[src/rtl/mul_add_int_if.sv]
// Handshake and operand bus shared by mul_add_int and its sequencer.
// It uses the same start/busy/valid protocol as div_int.
interface mul_add_int_if #(parameter int WIDTH = 4);
    logic                   start;
    logic [WIDTH-1:0]       a;
    logic [WIDTH-1:0]       b;
    logic [WIDTH-1:0]       c;
    logic                   busy;
    logic                   valid;
    logic                   ovf;
    logic [2*WIDTH-1:0]     p;

    modport master (output start, a, b, c, input busy, valid, ovf, p);
    modport slave  (input start, a, b, c, output busy, valid, ovf, p);
endinterface

[src/rtl/mul_add_int.sv]
// Sequential unsigned multiply-add p = a*b + c (radix-2 shift-add, WIDTH cycles).
// Feeding it quotient, divisor and remainder rebuilds a div_int dividend.
module mul_add_int #(
    parameter int WIDTH = 4
) (
    input  logic           clk,
    input  logic           rst_n,
    mul_add_int_if.slave   bus
);

    localparam int CW = (WIDTH > 1) ? $clog2(WIDTH) : 1;
    localparam logic [CW-1:0] LAST = CW'(WIDTH - 1);

    localparam logic [1:0] S_IDLE = 2'd0;
    localparam logic [1:0] S_CALC = 2'd1;
    localparam logic [1:0] S_DONE = 2'd2;

    logic [1:0]           state;
    logic [2*WIDTH-1:0]   mcand;
    logic [WIDTH-1:0]     mplr;
    logic [2*WIDTH-1:0]   acc;
    logic [CW-1:0]        count;
    logic                 busy_r;
    logic                 valid_r;
    logic                 ovf_r;
    logic [2*WIDTH-1:0]   p_r;
    logic [2*WIDTH-1:0]   sum;

    // The accumulator cannot wrap: the largest result is 2^(2W) - 2^W.
    always_comb begin
        sum = acc;
        if (mplr[0]) begin
            sum = acc + mcand;
        end
    end

    always_ff @(posedge clk or negedge rst_n) begin
        if (!rst_n) begin
            state   <= S_IDLE;
            mcand   <= '0;
            mplr    <= '0;
            acc     <= '0;
            count   <= '0;
            busy_r  <= 1'b0;
            valid_r <= 1'b0;
            ovf_r   <= 1'b0;
            p_r     <= '0;
        end else begin
            case (state)
                S_IDLE, S_DONE: begin
                    if (bus.start) begin
                        mcand   <= {{WIDTH{1'b0}}, bus.a};
                        mplr    <= bus.b;
                        acc     <= {{WIDTH{1'b0}}, bus.c};
                        count   <= '0;
                        busy_r  <= 1'b1;
                        valid_r <= 1'b0;
                        state   <= S_CALC;
                    end
                end
                S_CALC: begin
                    acc   <= sum;
                    mcand <= mcand << 1;
                    mplr  <= mplr >> 1;
                    count <= count + CW'(1);
                    // Fixed latency: no early exit even when the multiplier runs out of ones.
                    if (count == LAST) begin
                        p_r     <= sum;
                        ovf_r   <= |sum[2*WIDTH-1:WIDTH];
                        busy_r  <= 1'b0;
                        valid_r <= 1'b1;
                        state   <= S_DONE;
                    end
                end
                default: begin
                    state <= S_IDLE;
                end
            endcase
        end
    end

    assign bus.busy  = busy_r;
    assign bus.valid = valid_r;
    assign bus.ovf   = ovf_r;
    assign bus.p     = p_r;

endmodule

[src/flat_wrapper.sv]
// flat-port wrapper written by rule: the top's interface ports become plain ports
module mul_add_int_flat 
#(
    parameter int WIDTH = 4
)
  (clk, rst_n, bus_start, bus_a, bus_b, bus_c, bus_busy, bus_valid, bus_ovf, bus_p);
  mul_add_int_if #(.WIDTH(WIDTH)) bus_i ();
  input  logic clk;
  input  logic rst_n;
  input wire logic [$bits(bus_i.start)-1:0] bus_start;
  input wire logic [$bits(bus_i.a)-1:0] bus_a;
  input wire logic [$bits(bus_i.b)-1:0] bus_b;
  input wire logic [$bits(bus_i.c)-1:0] bus_c;
  output wire logic [$bits(bus_i.busy)-1:0] bus_busy;
  output wire logic [$bits(bus_i.valid)-1:0] bus_valid;
  output wire logic [$bits(bus_i.ovf)-1:0] bus_ovf;
  output wire logic [$bits(bus_i.p)-1:0] bus_p;
  assign bus_i.start = bus_start;
  assign bus_i.a = bus_a;
  assign bus_i.b = bus_b;
  assign bus_i.c = bus_c;
  assign bus_busy = bus_i.busy;
  assign bus_valid = bus_i.valid;
  assign bus_ovf = bus_i.ovf;
  assign bus_p = bus_i.p;
  mul_add_int #(.WIDTH(WIDTH)) u_core (.clk(clk), .rst_n(rst_n), .bus(bus_i));
endmodule
[config.mk]
export PLATFORM = sky130hd
export DESIGN_NAME = mul_add_int_flat
export DESIGN_NICKNAME = d
export VERILOG_FILES = /design/src/rtl/mul_add_int_if.sv /design/src/rtl/mul_add_int.sv /design/src/flat_wrapper.sv
export SDC_FILE = /design/constraint.sdc
export NUM_CORES = 1
export LEC_CHECK = 0
export ABC_CLOCK_PERIOD_IN_PS = 2650
export BUFFER_PORTS_ARGS = -buffer_cell sky130_fd_sc_hd__buf_4
export CAP_MARGIN = 20
export CORE_MARGIN = 2
export CORE_UTILIZATION = 25
export CTS_CLUSTER_SIZE = 16
export DETAILED_ROUTE_END_ITERATION = 10
export MAX_ROUTING_LAYER = met4
export PLACE_DENSITY = 0.44
export SYNTH_ARGS = -nofsm -noshare
export SYNTH_HDL_FRONTEND = slang
export SYNTH_SLANG_ARGS = --single-unit
[constraint.sdc]
create_clock -name clk -period 2.65 [get_ports clk]
set_clock_uncertainty 0.15 [all_clocks]
set_input_delay 0.1325 -clock clk [delete_from_list [all_inputs] [get_ports clk]]
set_output_delay 0.1325 -clock clk [all_outputs]
set_load 0.005 [all_outputs]
==> impl_results.md <==
* Residual DRC count at 0
* Detailed placer's ending HPWL at 3.175 mm
* Inst Count DP at 324
* Layout cells sized above 1 at 0.1673
* Synth Area in Adders at 0.06540
* First-pass GRT wire length at 7.624 mm
* Final Cycle Share at 0.8930
* CTS sink count at 35
* Crit path required time at 2.67 ns
* Max-slew violations at 0
* Top post-synthesis cells by area: dfrtp_1, nand2_1, ha_1
* Root Driver: clkbuf_8
* Post-synth top area cell: dfrtp_1
* Clock transition at the registers of the reported paths at 0.07 ns
* Syn_nets at 228
* Final setup viols at 0
* CORE AREA at 7176 um^2
* Arrival time at the worst endpoint at 2.39 ns
* Antenna cells at 0
* Rel. slew slack at 0.3994
* CP Max Fanout at 3
* Routed WL at 4.548 mm
* Top-count cell post-synth: nand2_1
* Post-Syn Area at 1837 um^2
* Antenna Violating Nets Remaining at 0
* Placer Congestion at 0.7462
* VDD IR max at 0.3910 mV
* Initial antenna violation count at 0
* CTS tree: yes
* Async SR Flop Fraction at 1.000
* Post-synthesis register bit count at 35
* Reg-to-reg endpoint: u_core.bus.ovf
* Worst hold endpoint: u_core.mplr[0]
* Final setup TNS at 0 ns
* Min cycle time layout at 2.366 ns
* H-tree depth at 2
* FF-to-FF setup slack at 0.28 ns
* Hold Startpoint: bus_b[0]
* Ports at 26
* Vias in the first global route at 1,502
* Drt initial violations at 113
* Vias at 1,577
* Synth Area in Compound Gates at 0.2132
* Routed wire per std cell at 13.22 um
* CP endpoint kind: flip-flop
* Hold Fails Final Rpt at 0
* Setup crit start kind: flip-flop
* R2R Path Start: u_core.mcand[0]
* Mapped Cells at 204
* Layout Utilization at 0.3283
* Top-area cell type share of the netlist area at 0.4768
* Post-synth EDFFs at 0
* I/O Buffers at 25
* Ys flop type: dfrtp_1
* Non-filler instance count after layout at 344
* Worst-case clock buffer depth at 2
* Worst Tran Pin Value at 0.8976 ns
* Yosys warning total at 0
* X dimension of the die at 89.72 um
* Drt pass-1 iters at 4
* Unrepaired setup endpoints after global routing: no
* Most frequent cells after synthesis: nand2_1, dfrtp_1, nor2_1, o21ai_0, a21oi_1
* Multiplexer share of the synthesized area at 0.01090
* Final nets at 268
* Power Dens Cells at 1235 nW/um^2
* Sequential element share of the synthesized area at 0.4768
* WHS Path Cells at 3
* Sequential cell area at 875.8 um^2
* Post-Synth Simple-Gate Area at 0.1832
* Post-synthesis average cell area at 9.004 um^2
* Synth cell types at 37
* Row count at 31
* Initial Util at 0.2560
* CTS buffer count at 5
* Die Area at 8049 um^2
* Layout area overhead at 28.27%
* Multi-input gate area at 899.6 um^2
* Clk_lat worst skew at 0.29 ns
* Fillers at 783
* Worst hold path type: input port to flip-flop
* Post-DR vias/cell at 4.584
* Grt total ovfl at 0
* Total power at 2.909 mW
* # Max-Cap Violations at 0
* Fmax at 422.6 MHz
* Largest family of logic cells by synthesized area: compound AO/OA/AOI/OAI gates
* Crit path kind: flip-flop to flip-flop
* Leak at 1.064 nW
* Largest net degree at the start of global routing at 36
* Die Height at 89.72 um
* Post-CTS setup buffers at 0
* Synth Area in XOR/XNOR at 0.01431
* Status: complete, no violations
* R2R cell count at 9
* Gr usage total at 0.1230
metrics by stage:
step                worst slack, ns  instance area (um^2)  hold WS (ns)
floorplan                    0.4271                  1837       -0.3131
global placement             0.3124                  2146      -0.02216
detailed placement           0.1764                  2146      -0.02518
CTS                          0.1520                  2351       0.01212
global route                 0.1185                  2356       0.02152
finish                       0.2836                  2356       0.03340
per-layer routing:
metal / GRT usage / part of all wire / up-vias
met4: 0.03462 / 0.011 / 0
met1: 0.1662 / 0.51 / 737
met3: 0.04191 / 0.042 / 4
met5: - / 0 / -
met2: 0.1761 / 0.44 / 34
li1: - / - / 802
cells in the final DEF (no fill, tap or decap), types with 8 or more instances in the layout:
cell,count
ha_1,8
nor2_1,18
a31oi_1,8
nand2_1,39
dlygate4sd3_1,12
inv_1,8
o21ai_0,18
dfrtp_1,35
a21oi_1,16
buf_4,29
how the worst max path moves through the flow:
stage	startpoint	endpoint	cells after the start
6_report	u_core.mcand[0]	u_core.bus.ovf	9
5_1_grt	u_core.mcand[0]	u_core.bus.ovf	9
4_1_cts	u_core.mcand[0]	u_core.bus.ovf	9
3_5_place_dp	u_core.mcand[0]	u_core.bus.ovf	9
3_3_place_gp	u_core.acc[0]	u_core.bus.ovf	9
2_1_floorplan	u_core.acc[0]	u_core.bus.ovf	9
sequential cells by signal, summed over array words and instances, names as in the netlist:
signal            cells
u_core.bus.ovf        1
u_core.bus.busy       1
u_core.mcand          8
u_core.acc            8
u_core.bus.valid      1
u_core.bus.p          8
u_core.count          2
u_core.state          2
u_core.mplr           4
critical path, cell delays in order, from the launching register on:
cell and delay (ns):
dfrtp_1 0.38, ha_1 0.21, inv_1 0.06, fa_1 0.39, nand2b_1 0.17, a21o_1 0.19, nor4b_1 0.15, nor3_2 0.24
o2111ai_1 0.14, a2bb2oi_1 0.15
logic make-up (layout without fill, tap and decap cells):
family | count (synthesis) | in the layout
buffers and inverters | 17 | 58
AO/OA/AOI/OAI | 62 | 62
XOR/XNOR | 3 | 3
flip-flops | 35 | 35
multiplexers | 2 | 2
adder cells (fa/ha/maj) | 9 | 9
AND/OR/NAND/NOR | 76 | 76
report_power, final:
part	switching [mW]	internal, mW	total [mW]
logic	0.880	0.678	1.56
clock network	0.195	0.184	0.379
registers	0.199	0.773	0.972
total	1.27	1.63	2.91
cell type report:
class | count | area share
flip-flops and latches | 35 | 0.3717
inverters | 9 | 0.01434
clock inverters | 2 | 0.005311
well taps | 99 | 0.05258
multi-input cells | 152 | 0.3818
clock buffers | 6 | 0.03080
repair buffers | 41 | 0.1434
repair_timing:
action | in CTS | in global routing
gates resized for setup | 0 | 1
hold buffers | 12 | 0
endpoints found under the hold margin | 46 | 0
setup endpoints to repair | 0 | 1
Power figures use the tool's default switching activity.
